<file path="src/rtl/load_issue_bank_v2.sv">
// rtl/load_issue_bank_v2.sv - LSU load issue bank with age select, replay back-off and TLB park
module load_issue_bank_v2 #(
  parameter int DEPTH         = 8,
  parameter int PREG_WIDTH    = 7,
  parameter int ROB_WIDTH     = 6,
  parameter int WAKEUP_PORTS  = 4,
  parameter int PAYLOAD_WIDTH = 64,
  parameter int REPLAY_DELAY  = 3
) (
  input  logic                               clk,
  input  logic                               rst,
  input  logic                               enq_valid,
  output logic                               enq_ready,
  input  logic [PREG_WIDTH-1:0]              enq_rs1,
  input  logic                               enq_rs1v,
  input  logic [ROB_WIDTH:0]                 enq_rob,
  input  logic [PAYLOAD_WIDTH-1:0]           enq_payload,
  input  logic [WAKEUP_PORTS-1:0]            wk_en,
  input  logic [WAKEUP_PORTS*PREG_WIDTH-1:0] wk_rd,
  output logic                               iss_valid,
  input  logic                               iss_ready,
  output logic [$clog2(DEPTH)-1:0]           iss_idx,
  output logic [PREG_WIDTH-1:0]              iss_rs1,
  output logic [ROB_WIDTH:0]                 iss_rob,
  output logic [PAYLOAD_WIDTH-1:0]           iss_payload,
  output logic                               iss_exc,
  input  logic                               rep_valid,
  input  logic [$clog2(DEPTH)-1:0]           rep_idx,
  input  logic [1:0]                         rep_reason,
  input  logic                               tlb_wb_valid,
  input  logic [$clog2(DEPTH)-1:0]           tlb_wb_idx,
  input  logic                               tlb_wb_exc,
  input  logic                               succ_valid,
  input  logic [$clog2(DEPTH)-1:0]           succ_idx,
  input  logic                               redirect,
  input  logic [ROB_WIDTH:0]                 redirect_rob,
  output logic [$clog2(DEPTH):0]             count
);
  localparam int IW = $clog2(DEPTH);

  typedef enum logic [2:0] {
    S_FREE, S_WAIT, S_READY, S_ISSUED, S_BACKOFF, S_TLBWAIT
  } state_e;

  state_e                   state_q   [DEPTH];
  state_e                   state_d   [DEPTH];
  logic [3:0]               cnt_q     [DEPTH];
  logic [3:0]               cnt_d     [DEPTH];
  logic                     exc_q     [DEPTH];
  logic                     exc_d     [DEPTH];
  logic [PREG_WIDTH-1:0]    rs1_q     [DEPTH];
  logic [ROB_WIDTH:0]       rob_q     [DEPTH];
  logic [PAYLOAD_WIDTH-1:0] payload_q [DEPTH];
  logic [IW:0]              count_q;
  logic [IW:0]              count_d;

  logic          sel_found;
  logic [IW-1:0] sel_idx;
  logic          alloc_found;
  logic [IW-1:0] alloc_idx;
  logic          enq_fire;
  logic          iss_fire;

  // a is older than b, honouring the ROB wrap (dir) bit
  function automatic logic older(input logic [ROB_WIDTH:0] a, input logic [ROB_WIDTH:0] b);
    if (a[ROB_WIDTH] == b[ROB_WIDTH]) return a[ROB_WIDTH-1:0] < b[ROB_WIDTH-1:0];
    else                              return a[ROB_WIDTH-1:0] > b[ROB_WIDTH-1:0];
  endfunction

  // register r is broadcast on any enabled wakeup port this cycle
  function automatic logic woken(input logic [PREG_WIDTH-1:0] r,
                                 input logic [WAKEUP_PORTS-1:0] en,
                                 input logic [WAKEUP_PORTS*PREG_WIDTH-1:0] rd);
    logic hit;
    hit = 1'b0;
    for (int j = 0; j < WAKEUP_PORTS; j++) begin
      if (en[j] && rd[j*PREG_WIDTH +: PREG_WIDTH] == r) hit = 1'b1;
    end
    return hit;
  endfunction

  // oldest READY entry; strict compare keeps the lower index on an age tie
  always_comb begin
    sel_found = 1'b0;
    sel_idx   = '0;
    for (int i = 0; i < DEPTH; i++) begin
      if (state_q[i] == S_READY && (!sel_found || older(rob_q[i], rob_q[sel_idx]))) begin
        sel_found = 1'b1;
        sel_idx   = IW'(i);
      end
    end
  end

  // lowest-index FREE entry for allocation
  always_comb begin
    alloc_found = 1'b0;
    alloc_idx   = '0;
    for (int i = DEPTH - 1; i >= 0; i--) begin
      if (state_q[i] == S_FREE) begin
        alloc_found = 1'b1;
        alloc_idx   = IW'(i);
      end
    end
  end

  assign enq_ready   = (count_q != (IW+1)'(DEPTH));
  assign enq_fire    = enq_valid & enq_ready & ~redirect & alloc_found;
  assign iss_valid   = sel_found & ~redirect;
  assign iss_fire    = iss_valid & iss_ready;
  assign iss_idx     = sel_found ? sel_idx : '0;
  assign iss_rs1     = sel_found ? rs1_q[sel_idx] : '0;
  assign iss_rob     = sel_found ? rob_q[sel_idx] : '0;
  assign iss_payload = sel_found ? payload_q[sel_idx] : '0;
  assign iss_exc     = sel_found & exc_q[sel_idx];
  assign count       = count_q;

  // per-entry next state; success outranks redirect, which outranks normal events
  always_comb begin
    count_d = '0;
    for (int i = 0; i < DEPTH; i++) begin
      state_d[i] = state_q[i];
      cnt_d[i]   = cnt_q[i];
      exc_d[i]   = exc_q[i];
      case (state_q[i])
        S_FREE: begin
          if (enq_fire && alloc_idx == IW'(i)) begin
            state_d[i] = (enq_rs1v || woken(enq_rs1, wk_en, wk_rd)) ? S_READY : S_WAIT;
            exc_d[i]   = 1'b0;
          end
        end
        S_WAIT: begin
          if (woken(rs1_q[i], wk_en, wk_rd)) state_d[i] = S_READY;
        end
        S_READY: begin
          if (iss_fire && sel_idx == IW'(i)) state_d[i] = S_ISSUED;
        end
        S_ISSUED: begin
          if (rep_valid && rep_idx == IW'(i)) begin
            case (rep_reason)
              2'd0: begin
                state_d[i] = S_BACKOFF;
                cnt_d[i]   = 4'(REPLAY_DELAY);
              end
              2'd3:    state_d[i] = S_TLBWAIT;
              default: state_d[i] = S_READY;
            endcase
          end
        end
        S_BACKOFF: begin
          if (cnt_q[i] <= 4'd1) begin
            state_d[i] = S_READY;
            cnt_d[i]   = 4'd0;
          end else begin
            cnt_d[i] = cnt_q[i] - 4'd1;
          end
        end
        S_TLBWAIT: begin
          if (tlb_wb_valid && tlb_wb_idx == IW'(i)) begin
            state_d[i] = S_READY;
            exc_d[i]   = exc_q[i] | tlb_wb_exc;
          end
        end
        default: state_d[i] = S_FREE;
      endcase
      if (redirect && state_q[i] != S_FREE && !older(rob_q[i], redirect_rob)) state_d[i] = S_FREE;
      if (succ_valid && succ_idx == IW'(i)) state_d[i] = S_FREE;
      if (state_d[i] != S_FREE) count_d = count_d + (IW+1)'(1);
    end
  end

  // state registers; entry fields are captured only on allocation
  always_ff @(posedge clk) begin
    if (rst) begin
      for (int i = 0; i < DEPTH; i++) begin
        state_q[i]   <= S_FREE;
        cnt_q[i]     <= 4'd0;
        exc_q[i]     <= 1'b0;
        rs1_q[i]     <= '0;
        rob_q[i]     <= '0;
        payload_q[i] <= '0;
      end
      count_q <= '0;
    end else begin
      for (int i = 0; i < DEPTH; i++) begin
        state_q[i] <= state_d[i];
        cnt_q[i]   <= cnt_d[i];
        exc_q[i]   <= exc_d[i];
        if (enq_fire && alloc_idx == IW'(i)) begin
          rs1_q[i]     <= enq_rs1;
          rob_q[i]     <= enq_rob;
          payload_q[i] <= enq_payload;
        end
      end
      count_q <= count_d;
    end
  end
endmodule

</file>
<file path="config.mk">
export PLATFORM = sky130hd
export DESIGN_NAME = load_issue_bank_v2
export DESIGN_NICKNAME = d
export VERILOG_FILES = /design/src/rtl/load_issue_bank_v2.sv
export SDC_FILE = /design/constraint.sdc
export NUM_CORES = 2
export LEC_CHECK = 0
export BUFFER_PORTS_ARGS = -buffer_cell sky130_fd_sc_hd__buf_4
export CORE_MARGIN = 8
export CORE_UTILIZATION = 30
export DETAILED_ROUTE_END_ITERATION = 10
export GPL_TIMING_DRIVEN = 0
export PLACE_DENSITY_LB_ADDON = 0.15
export SLEW_MARGIN = 20
export SYNTH_ARGS = -nofsm -noshare
export SYNTH_HDL_FRONTEND = slang
export SYNTH_SLANG_ARGS = --single-unit
</file>
<file path="constraint.sdc">
create_clock -name clk -period 19.8 [get_ports clk]
set_input_delay 1.98 -clock clk [delete_from_list [all_inputs] [get_ports clk]]
set_output_delay 1.98 -clock clk [all_outputs]
set_load 0.02 [all_outputs]
</file>
==> flow_metrics.env <==
export IMPL_synthArstFlopShare_pct=0
export IMPL_die_area_um2=141000
export IMPL_syn2layout_area_growth_pct=32.4
export IMPL_cp_arrival_ns=18.48
export IMPL_layout_setup_ws_ns=-0.660
export IMPL_cellLeakagePower_uw=0.0191
export IMPL_startpoint="rob_q[1][5]$_SDFFCE_PN0P_"
export IMPL_min_period_ns=20.46
export IMPL_grt_pass1_vias=33014
export IMPL_maxSlewViolCount=0
export IMPL_nNetsFinal=4779
export IMPL_cts_buffers=83
export IMPL_path_class="flip-flop to output port"
export IMPL_die_h_um=376
export IMPL_cp_end_kind="output port"
export IMPL_timing_fmax_ghz=0.0489
export IMPL_cts_tree="built"
export IMPL_dp_cells=5986
export IMPL_syn_area_um2=38800
export IMPL_clk_pin_slew_ns=0.06
export IMPL_violations="setup timing"
export IMPL_io_pin_count=226
export IMPL_place_gp_congestion=0.942
export IMPL_hpwl_um=120000
export IMPL_rsz0062_at_grt="true"
export IMPL_start_util_pct=30.1
export IMPL_antenna_found_initial=5
export IMPL_worst_path_max_delay_cell="edfxtp_1"
export IMPL_finalSetupViolCount=82
export IMPL_p_switching_uw=1240
export IMPL_crit_top_cell="o21a_1"
export IMPL_crit_path_max_incr_delay_ns=0.52
export IMPL_grt_total_usage_pct=23.7
export IMPL_p_total_uw=4090
export IMPL_ant_nets=0
export IMPL_drt_iter0_drc=3829
export IMPL_num_rows=132
export IMPL_route_detailed_drc=0
export IMPL_cp_start_kind="flip-flop"
export IMPL_cts_max_path_buffers=3
export IMPL_syn_avg_cell_area_um2=9.62
export IMPL_p_int_uw=2850
export IMPL_utilization_pct=39.9
export IMPL_hold_buffers=0
export IMPL_yosys_area_top_type="edfxtp_1"
export IMPL_drive_gt1_share_pct=21.0
export IMPL_power_frac_seq_pct=41.7
export IMPL_cts_root_buf="clkbuf_16"
export IMPL_vias_per_cell=5.46
export IMPL_hp_start="exc_q[2]$_SDFFE_PP0P_"
export IMPL_outcome="complete, but fails checks"
export IMPL_fillCellCount=12707
export IMPL_fin_area_um2=51400
export IMPL_clk_latency_ns=0.66
export IMPL_cp_top_family="compound AO/OA/AOI/OAI gates"
export IMPL_hold_viol=0
export IMPL_ys_ff_latch=692
export IMPL_grt_ovfl_total=0
export IMPL_synth_top_cells_by_area="edfxtp_1 48%, nor2_1 7.9%, nand2_1 4.0%"
export IMPL_synth_edf_count=624
export IMPL_critPathRequiredTime_ns=17.82
export IMPL_switching_share_pct=30.3
export IMPL_maxCapViolCount=0
export IMPL_timing_critical_path_buf_inv=16
export IMPL_fin_crit_sh_pct=103
export IMPL_synthFlopType="edfxtp_1"
export IMPL_grt_max_degree=39
export IMPL_synth_seq_area_share_pct=51.7
export IMPL_die_x_um=376
export IMPL_p_clk_share_pct=36.2
export IMPL_synth_nets=4290
export IMPL_dpl_cell_area_um2=43100
export IMPL_peakVddDrop_mv=0.0654
export IMPL_dr_pass1_iters=5
export IMPL_worst_pin_slew_ns=1.26
export IMPL_r2r_start="rob_q[1][5]$_SDFFCE_PN0P_"
export IMPL_core_area_um2=129000
export IMPL_synth_top_area_share_pct=48.2
export IMPL_min_path_type="flip-flop to flip-flop"
export IMPL_yosys_cell_types_count=96
export IMPL_syn_inst=4038
export IMPL_cp_max_fo=10
export IMPL_portBuffers=181
export IMPL_yosys_warnings=0
export IMPL_grt_first_pass_wirelength_um=244000
export IMPL_h_tree_depth=3
export IMPL_finClkSkew_ns=0.0325
export IMPL_slew_headroom_pct=16.0
export IMPL_routed_wl_um=177000
export IMPL_cts_sinks=692
export IMPL_via_count=34578
export IMPL_wl_per_cell_um=27.9
export IMPL_p_per_area_nw_per_um2=79.5
export IMPL_fin_cells=6333
export IMPL_power_frac_comb_pct=22.1
-- routing by layer --
metal  routed length [um]  part of all wire, %  GRT usage (%)
met5                    0                    0              0
met4                 9410                  5.3           10.8
met3                13400                  7.6           3.70
met2                79600                   45           37.7
met1                74300                   42           31.7
-- flip-flops by register name, indices dropped and copies added, names as in the netlist --
| signal | cells |
|---|---|
| rob_q | 56 |
| exc_q | 8 |
| state_q | 24 |
| rs1_q | 56 |
| payload_q | 512 |
| count | 4 |
| cnt_q | 32 |
-- worst register-to-register path, delay by kind of cell, from the launching register on --
| kind | cells | cell delay, ns |
|---|---|---|
| AO/OA/AOI/OAI | 44 | 8.31 |
| AND/OR/NAND/NOR | 25 | 3.49 |
| buffers and inverters | 18 | 2.91 |
| adder cells (fa/ha/maj) | 7 | 1.74 |
| multiplexers | 3 | 0.72 |
| flip-flops | 1 | 0.52 |
-- placed cells by master (no fill, tap or decap), drive strengths merged, types with 50 or more instances in the layout --
| cell | n |
|---|---|
| nor2 | 819 |
| edfxtp | 624 |
| buf | 479 |
| nand2 | 413 |
| clkbuf | 362 |
| inv | 172 |
| o21ai | 159 |
| xor2 | 155 |
| xnor2 | 124 |
| a21oi | 115 |
| ha | 114 |
| a31oi | 94 |
| nor3 | 93 |
| nand4 | 72 |
| nand3 | 70 |
| dfxtp | 68 |
| o221ai | 67 |
| o211ai | 60 |
| a211oi | 60 |
| mux2i | 50 |
-- synthesized netlist by cell type, drive strengths merged (11+ instances only) --
cell type  instances
a211oi            60
a21boi            12
a21o              25
a21oi            115
a221o             11
a22oi             15
a31oi             94
a32oi             15
and2              13
and3              20
buf               72
clkbuf           252
dfxtp             68
edfxtp           624
ha               114
inv              171
mux2              15
mux2i             50
nand2            412
nand2b            26
nand3             70
nand4             72
nor2             819
nor2b             17
nor3              93
nor4              37
o211ai            60
o21a              21
o21ai            159
o221ai            67
o22ai             11
xnor2            124
xor2             155
-- logic make-up (layout without fill, tap and decap cells) --
family / after synthesis / count (layout) / synth area share (%)
simple gates: 1632 / 1633 / 18.1
other cells: 0 / 2 / 0
flops: 692 / 692 / 51.7
buf+inv: 495 / 1045 / 5.04
compound gates: 761 / 761 / 13.4
xor+xnor: 279 / 279 / 6.29
fa+ha+maj: 114 / 114 / 3.67
mux: 65 / 65 / 1.73
-- power groups by stage --
stage          clock network (uW)  registers (uW)  logic [uW]
2_1_floorplan                   0            1720         395
3_3_place_gp                    0            1750         671
3_5_place_dp                    0            1730         693
4_1_cts                      1500            1700         862
5_1_grt                      1550            1710         948
6_report                     1480            1700         903
-- area by class of cell --
class	instances	area [um2]	area share, %
flip-flops and latches	692	20100	39.1
multi-input cells	2852	19200	37.3
repair buffers	415	4500	8.75
clock buffers	115	2270	4.41
plain buffers	312	2250	4.37
well taps	1742	2180	4.24
inverters	171	647	1.26
clock inverters	32	290	0.565
diodes	2	5.00	0.00973
-- through the flow --
| stage | setup TNS, ns | setup slack, ns | hold WS [ns] |
|---|---|---|---|
| detailed placement | -619.07 | -7.57 | 0.460 |
| global route | -85.71 | -1.18 | 0.514 |
| global placement | -608.26 | -7.47 | 0.451 |
| CTS | -13.20 | -0.271 | 0.477 |
| finish | -39.60 | -0.660 | 0.481 |
| floorplan | 0 | 0.0283 | 0.437 |
-- repair_timing --
item	CTS	global route
setup endpoints to repair	90	82
pin swaps	118	88
resized for setup	679	179
cloned	19	7
buffers inserted	140	50
-- path summary, 6_finish.rpt --
| check | end | slack (ns) | cells after the start |
|---|---|---|---|
| max | iss_payload[62] | -0.66 | 96 |
| min | exc_q[2]$_SDFFE_PP0P_ | 0.48 | 2 |
| max reg2reg | state_q[1][0]$_SDFF_PP0_ | 2.06 | 97 |
| min reg2reg | exc_q[2]$_SDFFE_PP0P_ | 0.48 | 2 |
No activity file was read; power rests on OpenSTA's default activity.
